### config.mk
export PLATFORM = sky130hd
export DESIGN_NAME = mem_arbiter_flat
export DESIGN_NICKNAME = d
export VERILOG_FILES = /design/src/rtl/mem_arbiter_pkg.sv /design/src/rtl/mem_arbiter_if.sv /design/src/rtl/mem_arbiter_rr_arb2.sv /design/src/rtl/mem_arbiter.sv /design/src/flat_wrapper.sv
export SDC_FILE = /design/constraint.sdc
export NUM_CORES = 1
export LEC_CHECK = 0
export BUFFER_PORTS_ARGS = -buffer_cell sky130_fd_sc_hd__buf_2
export CAP_MARGIN = 20
export CELL_PAD_IN_SITES_DETAIL_PLACEMENT = 1
export CELL_PAD_IN_SITES_GLOBAL_PLACEMENT = 1
export CORE_MARGIN = 10
export CORE_UTILIZATION = 29
export DETAILED_ROUTE_END_ITERATION = 16
export PLACE_DENSITY_LB_ADDON = 0.12
export REMOVE_ABC_BUFFERS = 1
export SLEW_MARGIN = 20
export SYNTH_ARGS = -nofsm -noshare
export SYNTH_HDL_FRONTEND = slang
export SYNTH_HIERARCHICAL = 1
export SYNTH_SLANG_ARGS = --single-unit
### constraint.sdc
create_clock -name clk -period 1.98 [get_ports clk]
set_clock_uncertainty 0.1 [all_clocks]
set_input_delay 0.099 -clock clk [delete_from_list [all_inputs] [get_ports clk]]
set_output_delay 0.099 -clock clk [all_outputs]
set_load 0.03 [all_outputs]
### src/rtl/mem_arbiter_pkg.sv
// Shared types and constants for the two-master memory arbiter.
package mem_arb_pkg;

    localparam int MEM_DEPTH_DEFAULT = 128;

    localparam logic REQ0 = 1'b0;
    localparam logic REQ1 = 1'b1;

    typedef enum logic [1:0] {
        IDLE = 2'd0,
        CMD  = 2'd1,
        WAIT = 2'd2,
        RESP = 2'd3
    } arb_state_e;

endpackage

### src/rtl/mem_arbiter_if.sv
// Master-side command/response bus of mem_arbiter: two request/response
// handshake pairs plus the shared read data and error return.
interface mem_arbiter_if #(
    parameter int A_SIZE = 10,
    parameter int D_SIZE = 32
);
    logic              req0_valid;
    logic              req0_ready;
    logic              req0_write;
    logic [A_SIZE-1:0] req0_addr;
    logic [D_SIZE-1:0] req0_wdata;
    logic              req1_valid;
    logic              req1_ready;
    logic              req1_write;
    logic [A_SIZE-1:0] req1_addr;
    logic [D_SIZE-1:0] req1_wdata;
    logic              rsp0_valid;
    logic              rsp0_ready;
    logic              rsp1_valid;
    logic              rsp1_ready;
    logic [D_SIZE-1:0] rsp_rdata;
    logic              rsp_err;

    modport slave (
        input  req0_valid, req0_write, req0_addr, req0_wdata,
        input  req1_valid, req1_write, req1_addr, req1_wdata,
        input  rsp0_ready, rsp1_ready,
        output req0_ready, req1_ready, rsp0_valid, rsp1_valid,
        output rsp_rdata, rsp_err
    );

    modport master (
        output req0_valid, req0_write, req0_addr, req0_wdata,
        output req1_valid, req1_write, req1_addr, req1_wdata,
        output rsp0_ready, rsp1_ready,
        input  req0_ready, req1_ready, rsp0_valid, rsp1_valid,
        input  rsp_rdata, rsp_err
    );

endinterface

### src/rtl/mem_arbiter_rr_arb2.sv
// Two-way round-robin grant. Grant is combinational; the 1-bit pointer
// names the master that wins a tie and flips to the loser on every accept.
module rr_arb2
    import mem_arb_pkg::*;
(
    input  logic       clk,
    input  logic       rst,
    input  logic       en,
    input  logic [1:0] req,
    output logic [1:0] grant,
    output logic       grant_id,
    output logic       accept
);

    logic ptr_q, ptr_d;

    // Lone requester wins outright; a tie goes to the pointer owner.
    always_comb begin
        grant = 2'b00;
        if (en) begin
            if (req[0] && (!req[1] || ptr_q == REQ0)) begin
                grant = 2'b01;
            end else if (req[1]) begin
                grant = 2'b10;
            end
        end
        accept   = (grant != 2'b00);
        grant_id = grant[1] ? REQ1 : REQ0;
        ptr_d    = ptr_q;
        if (accept) begin
            ptr_d = ~grant_id;
        end
    end

    // Pointer register; comes out of reset favouring master 0.
    always_ff @(posedge clk or negedge rst) begin
        if (!rst) begin
            ptr_q <= REQ0;
        end else begin
            ptr_q <= ptr_d;
        end
    end

endmodule

### src/rtl/mem_arbiter.sv
// Two-master arbiter/sequencer for the single-port registered-read memory.
// One command in flight at a time.
// Optional: MEM_ARB_ADDR_CHECK_EN rejects addr >= MEM_DEPTH with rsp_err
// and no memory strobe; without it rsp_err stays 0 and all addresses pass.
//
// state | meaning
// IDLE  | arbitrate, assert ready to the winner, latch command on handshake
// CMD   | one-cycle mem_read or mem_write strobe with latched addr/data
// WAIT  | registered read data valid, captured into rsp_rdata
// RESP  | rspN_valid to latched id, held until rspN_ready
module mem_arbiter
    import mem_arb_pkg::*;
#(
    parameter int A_SIZE    = 10,
    parameter int D_SIZE    = 32,
    parameter int MEM_DEPTH = MEM_DEPTH_DEFAULT
) (
    input  logic              clk,
    input  logic              rst,
    mem_arbiter_if.slave      bus,
    output logic              mem_read,
    output logic              mem_write,
    output logic [A_SIZE-1:0] mem_address,
    output logic [D_SIZE-1:0] mem_data_input,
    input  logic [D_SIZE-1:0] mem_data_output
);

    localparam logic [A_SIZE:0] DEPTH_LIM = (A_SIZE+1)'(MEM_DEPTH);
`ifdef MEM_ARB_ADDR_CHECK_EN
    localparam bit CHECK_EN = 1'b1;
`else
    localparam bit CHECK_EN = 1'b0;
`endif

    arb_state_e        state_q, state_d;
    logic              write_q, write_d;
    logic [A_SIZE-1:0] addr_q, addr_d;
    logic [D_SIZE-1:0] wdata_q, wdata_d;
    logic [D_SIZE-1:0] rdata_q, rdata_d;
    logic              id_q, id_d;
    logic              err_q, err_d;

    logic [1:0]        grant;
    logic              grant_id;
    logic              accept;
    logic              sel_write;
    logic [A_SIZE-1:0] sel_addr;
    logic [D_SIZE-1:0] sel_wdata;
    logic              addr_bad;
    logic              rsp_done;
    logic [1:0]        rsp_valid;

    rr_arb2 u_rr (
        .clk      (clk),
        .rst      (rst),
        .en       (state_q == IDLE),
        .req      ({bus.req1_valid, bus.req0_valid}),
        .grant    (grant),
        .grant_id (grant_id),
        .accept   (accept)
    );

    assign sel_write = (grant_id == REQ1) ? bus.req1_write : bus.req0_write;
    assign sel_addr  = (grant_id == REQ1) ? bus.req1_addr  : bus.req0_addr;
    assign sel_wdata = (grant_id == REQ1) ? bus.req1_wdata : bus.req0_wdata;
    assign addr_bad  = CHECK_EN && ({1'b0, sel_addr} >= DEPTH_LIM);
    assign rsp_done  = (id_q == REQ1) ? bus.rsp1_ready : bus.rsp0_ready;

    // Next-state, command latching and per-state strobes.
    always_comb begin
        state_d   = state_q;
        write_d   = write_q;
        addr_d    = addr_q;
        wdata_d   = wdata_q;
        rdata_d   = rdata_q;
        id_d      = id_q;
        err_d     = err_q;
        mem_read  = 1'b0;
        mem_write = 1'b0;
        rsp_valid = 2'b00;
        case (state_q)
            IDLE: begin
                if (accept) begin
                    write_d = sel_write;
                    addr_d  = sel_addr;
                    wdata_d = sel_wdata;
                    id_d    = grant_id;
                    rdata_d = '0;
                    err_d   = addr_bad;
                    state_d = addr_bad ? RESP : CMD;
                end
            end
            CMD: begin
                mem_read  = ~write_q;
                mem_write = write_q;
                state_d   = write_q ? RESP : WAIT;
            end
            WAIT: begin
                rdata_d = mem_data_output;
                state_d = RESP;
            end
            RESP: begin
                rsp_valid[id_q] = 1'b1;
                if (rsp_done) begin
                    state_d = IDLE;
                end
            end
            default: state_d = IDLE;
        endcase
    end

    // State and latched command/response registers.
    always_ff @(posedge clk or negedge rst) begin
        if (!rst) begin
            state_q <= IDLE;
            write_q <= 1'b0;
            addr_q  <= '0;
            wdata_q <= '0;
            rdata_q <= '0;
            id_q    <= REQ0;
            err_q   <= 1'b0;
        end else begin
            state_q <= state_d;
            write_q <= write_d;
            addr_q  <= addr_d;
            wdata_q <= wdata_d;
            rdata_q <= rdata_d;
            id_q    <= id_d;
            err_q   <= err_d;
        end
    end

    assign bus.req0_ready = grant[0];
    assign bus.req1_ready = grant[1];
    assign bus.rsp0_valid = rsp_valid[0];
    assign bus.rsp1_valid = rsp_valid[1];
    assign bus.rsp_rdata  = rdata_q;
    assign bus.rsp_err    = err_q;
    assign mem_address    = addr_q;
    assign mem_data_input = wdata_q;

endmodule
### src/flat_wrapper.sv
// flat-port wrapper written by rule: the top's interface ports become plain ports
module mem_arbiter_flat import mem_arb_pkg::*;
#(
    parameter int A_SIZE    = 10,
    parameter int D_SIZE    = 32,
    parameter int MEM_DEPTH = MEM_DEPTH_DEFAULT
)
  (clk, rst, mem_read, mem_write, mem_address, mem_data_input, mem_data_output, bus_req0_valid, bus_req0_write, bus_req0_addr, bus_req0_wdata, bus_req1_valid, bus_req1_write, bus_req1_addr, bus_req1_wdata, bus_rsp0_ready, bus_rsp1_ready, bus_req0_ready, bus_req1_ready, bus_rsp0_valid, bus_rsp1_valid, bus_rsp_rdata, bus_rsp_err);
  mem_arbiter_if #(.A_SIZE(A_SIZE), .D_SIZE(D_SIZE)) bus_i ();
  input  logic clk;
  input  logic rst;
  output logic mem_read;
  output logic mem_write;
  output logic [A_SIZE-1:0] mem_address;
  output logic [D_SIZE-1:0] mem_data_input;
  input  logic [D_SIZE-1:0] mem_data_output;
  input wire logic [$bits(bus_i.req0_valid)-1:0] bus_req0_valid;
  input wire logic [$bits(bus_i.req0_write)-1:0] bus_req0_write;
  input wire logic [$bits(bus_i.req0_addr)-1:0] bus_req0_addr;
  input wire logic [$bits(bus_i.req0_wdata)-1:0] bus_req0_wdata;
  input wire logic [$bits(bus_i.req1_valid)-1:0] bus_req1_valid;
  input wire logic [$bits(bus_i.req1_write)-1:0] bus_req1_write;
  input wire logic [$bits(bus_i.req1_addr)-1:0] bus_req1_addr;
  input wire logic [$bits(bus_i.req1_wdata)-1:0] bus_req1_wdata;
  input wire logic [$bits(bus_i.rsp0_ready)-1:0] bus_rsp0_ready;
  input wire logic [$bits(bus_i.rsp1_ready)-1:0] bus_rsp1_ready;
  output wire logic [$bits(bus_i.req0_ready)-1:0] bus_req0_ready;
  output wire logic [$bits(bus_i.req1_ready)-1:0] bus_req1_ready;
  output wire logic [$bits(bus_i.rsp0_valid)-1:0] bus_rsp0_valid;
  output wire logic [$bits(bus_i.rsp1_valid)-1:0] bus_rsp1_valid;
  output wire logic [$bits(bus_i.rsp_rdata)-1:0] bus_rsp_rdata;
  output wire logic [$bits(bus_i.rsp_err)-1:0] bus_rsp_err;
  assign bus_i.req0_valid = bus_req0_valid;
  assign bus_i.req0_write = bus_req0_write;
  assign bus_i.req0_addr = bus_req0_addr;
  assign bus_i.req0_wdata = bus_req0_wdata;
  assign bus_i.req1_valid = bus_req1_valid;
  assign bus_i.req1_write = bus_req1_write;
  assign bus_i.req1_addr = bus_req1_addr;
  assign bus_i.req1_wdata = bus_req1_wdata;
  assign bus_i.rsp0_ready = bus_rsp0_ready;
  assign bus_i.rsp1_ready = bus_rsp1_ready;
  assign bus_req0_ready = bus_i.req0_ready;
  assign bus_req1_ready = bus_i.req1_ready;
  assign bus_rsp0_valid = bus_i.rsp0_valid;
  assign bus_rsp1_valid = bus_i.rsp1_valid;
  assign bus_rsp_rdata = bus_i.rsp_rdata;
  assign bus_rsp_err = bus_i.rsp_err;
  mem_arbiter #(.A_SIZE(A_SIZE), .D_SIZE(D_SIZE), .MEM_DEPTH(MEM_DEPTH)) u_core (.clk(clk), .rst(rst), .bus(bus_i), .mem_read(mem_read), .mem_write(mem_write), .mem_address(mem_address), .mem_data_input(mem_data_input), .mem_data_output(mem_data_output));
endmodule
==> impl_metrics.tcl <==
set metrics [dict create \
    timing_hold_violations_final 1 \
    worst_setup_path_start_kind "register" \
    antenna_found_initial 1 \
    clock_tree.htree_level_count 3 \
    dr_total_vias 3500 \
    cts.clk_slew.worst_paths_ns 0.06 \
    floorplan.die_area_sq_um 16900 \
    fillers 1342 \
    grt_start_max_net_pins 88 \
    fp-row-count 40 \
    io-pin-count 205 \
    number_of_input_and_output_port_buffers_inserted 203 \
    power.sequential.fraction 0.295 \
    wl_met2_mm 7.56 \
    nets 741 \
    final_antenna_net_count 0 \
    synth.top_cells.by_area "sky130_fd_sc_hd__dfrtp_1 (57%), sky130_fd_sc_hd__mux2i_1 (13%), sky130_fd_sc_hd__a22o_1 (8.0%)" \
    grt_setup_unrepaired "false" \
    preCtsSetupSlack_ns -0.119 \
    yosys.area.top_type "sky130_fd_sc_hd__dfrtp_1" \
    setup_ws_post_layout_ns 0.101 \
    finalCriticalPeriod_ns 1.88 \
    hp-class "input pin to register" \
    achievable-frequency_mhz 532 \
    ys_async_sr_fraction 1.00 \
    multi_input_area_sq_um 1360 \
    synth_enable_flop_cells 0 \
    drc 0 \
    power_switching_mw 4.38 \
    synth_seq_area_share 0.565 \
    synth.top_cells.by_count "sky130_fd_sc_hd__dfrtp_1 (79), sky130_fd_sc_hd__a21oi_1 (46), sky130_fd_sc_hd__mux2i_1 (44), sky130_fd_sc_hd__nor2_1 (44), sky130_fd_sc_hd__a22o_1 (32)" \
    tightest_slew_ns 0.524 \
    final_cell_area_sq_um 6120 \
    run_status "finished, violations left" \
    cp.required_ns 1.78 \
    synth_cell_type_count 26 \
    p_sw_frac 0.453 \
    max-vdd-ir-drop_mv 0.798 \
    worstPathMaxFanout 13 \
    drv.max_cap_violation_count 0 \
    powerDensity_nw_per_um2 1580 \
    mappedNetlistArea_sq_um 3500 \
    cts_num_sinks 79 \
    dp_hpwl_mm 8.51 \
    failed_checks "negative hold slack" \
    grt_first_pass_wirelength_mm 20.7 \
    area_of_all_sequential_standard_cells_sq_um 1980 \
    wl_met3_mm 1.11 \
    gp_congestion 0.682 \
    setup_viol 0 \
    cts_tree "built" \
    detail_route.vias_per_cell 4.58 \
    yosysWarnings 6 \
    layout.core_utilization 0.514 \
    grt_resource_usage_total 0.156 \
    cts-root-to-sink-buffers 2 \
    worst-setup-path-type "register to primary output" \
    comb_power_share 0.537 \
    yosysMostFrequentCell "sky130_fd_sc_hd__dfrtp_1" \
    post_dp_cell_area_sq_um 4670 \
    highest_routing_layer_actually_used "met4" \
    ys_seq_elements 79 \
    area_growth_pct 75.0 \
    dieWidth_um 130 \
    ctsRootBufferMaster "sky130_fd_sc_hd__clkbuf_16" \
    detail_route.iter0.violations 131 \
    setup_total_negative_slack_ns 0 \
    whs_ns -0.00213 \
    drtPass1Iterations 4 \
    clock_share_of_power 0.168 \
    totalWireLength_mm 14.2 \
    relSlewSlack 0.650 \
    synth_top_area_frac 0.565 \
    internal-power_mw 5.29 \
    cts_made_buffers 9 \
    cellLeakagePower_nw 2.94 \
    fraction_of_final_layout_cells_sized_beyond_drive_strength_1 0.407 \
    number_of_global_route_vias_before_repair 3925 \
    cp.arrival_ns 1.68 \
    timing.final.max_slew_violations 0 \
    m1_wl_mm 5.29 \
    wl_per_cell_um 18.6 \
    globalRoute.totalOverflow 0 \
    clk_latency_ns 0.33 \
    worst_setup_ep_type "primary output" \
    final.period_utilization 0.949 \
    synth_flop_cell "sky130_fd_sc_hd__dfrtp_1" \
    netlist_instances 297 \
    initial_core_util 0.294 \
    syn-mean-instance-area_sq_um 11.8 \
    floorplan.die.height_um 130 \
    core_sq_um 11900 \
]
area by class of cell:
type                       instances  share of cell area
inverter                           4             0.00245
multi-input combinational        191               0.222
antenna                            1            0.000409
tap                              147              0.0301
sequential                        79               0.323
clock buffer                       9              0.0368
clock inverter                     6              0.0102
timing repair buffer             327               0.375
per-layer routing:
layer	GRT usage	up-vias
met4	0.0589	0
met2	0.283	117
met1	0.161	1688
li1	-	1679
met5	0	-
met3	0.0548	16
stage by stage:
stage,total power [mW],std cells
floorplan,6.07,273
global placement,7.58,634
detailed placement,7.71,634
CTS,9.59,750
global route,10.3,764
finish,9.67,764
repair_timing:
| action | 4_1_cts | 5_1_grt |
|---|---|---|
| endpoints found under the setup margin | 34 | 18 |
| gates resized for setup | 2 | 2 |
| hold endpoints to repair | 103 | 0 |
| gates cloned | 1 | 2 |
| buffers inserted | 0 | 11 |
| hold buffers | 100 | 0 |
cell families after synthesis:
logic type | count (synthesis) | share of synthesized area
multiplexers | 46 | 0.132
AND/OR/NAND/NOR | 55 | 0.0680
flip-flops | 79 | 0.565
buffers and inverters | 28 | 0.0555
other | 1 | 0.00107
AO/OA/AOI/OAI | 83 | 0.160
adder cells (fa/ha/maj) | 5 | 0.0179
critical path: stages (launching register included):
cell	delay, ns
sky130_fd_sc_hd__dfrtp_1	0.39
sky130_fd_sc_hd__inv_1	0.09
sky130_fd_sc_hd__ha_2	0.23
sky130_fd_sc_hd__nand2_1	0.10
sky130_fd_sc_hd__a21oi_4	0.19
sky130_fd_sc_hd__buf_12	0.17
sky130_fd_sc_hd__clkbuf_4	0.19
power groups by stage:
stage                     Combinational [mW]  Sequential, mW  Clock (mW)
final                                   5.19            2.85        1.62
after floorplan                         1.73            4.34           0
after global routing                    5.58            2.96        1.75
after detailed placement                4.86            2.85           0
after global placement                  4.74            2.84           0
after CTS                               5.06            2.85        1.68
flip-flops by register name, indices dropped and copies added, names as in the netlist:
| name | flops |
|---|---|
| u_core/write_q | 1 |
| u_core/mem_data_input | 32 |
| u_core/u_rr/ptr_q | 1 |
| u_core/id_q | 1 |
| u_core/bus.rsp_rdata | 32 |
| u_core/state_q | 2 |
| u_core/mem_address | 10 |
worst paths after layout:
path	to	startpoint	slack, ns	cells past startpoint
worst max-delay path	bus_req1_ready	u_core/state_q[1]	0.10	6
min in group asynchronous	u_core/mem_data_input[24]	rst	0.19	2
worst max register to register	u_core/id_q	u_core/state_q[1]	0.11	6
worst min register to register	u_core/bus.rsp_rdata[21]	u_core/bus.rsp_rdata[21]	0.40	1
worst min-delay path	u_core/mem_data_input[15]	bus_req1_wdata[15]	-0.002	3
max in group asynchronous	u_core/bus.rsp_rdata[0]	rst	0.96	3
layout by cell type (no fill, tap or decap), types with 2 or more instances in the layout:
cell type,instances
sky130_fd_sc_hd__a21oi_4,3
sky130_fd_sc_hd__ha_1,4
sky130_fd_sc_hd__clkinv_2,2
sky130_fd_sc_hd__clkbuf_16,11
sky130_fd_sc_hd__mux2i_1,44
sky130_fd_sc_hd__a21oi_1,45
sky130_fd_sc_hd__dlygate4sd3_1,100
sky130_fd_sc_hd__buf_12,3
sky130_fd_sc_hd__inv_1,4
sky130_fd_sc_hd__nand2_1,2
sky130_fd_sc_hd__buf_2,201
sky130_fd_sc_hd__clkinvlp_4,3
sky130_fd_sc_hd__nor2_1,44
sky130_fd_sc_hd__a22o_1,32
sky130_fd_sc_hd__nor2b_1,2
sky130_fd_sc_hd__dfrtp_1,79
sky130_fd_sc_hd__and2_1,2
sky130_fd_sc_hd__buf_4,19
Note: power is estimated with default switching activity, not from simulation.
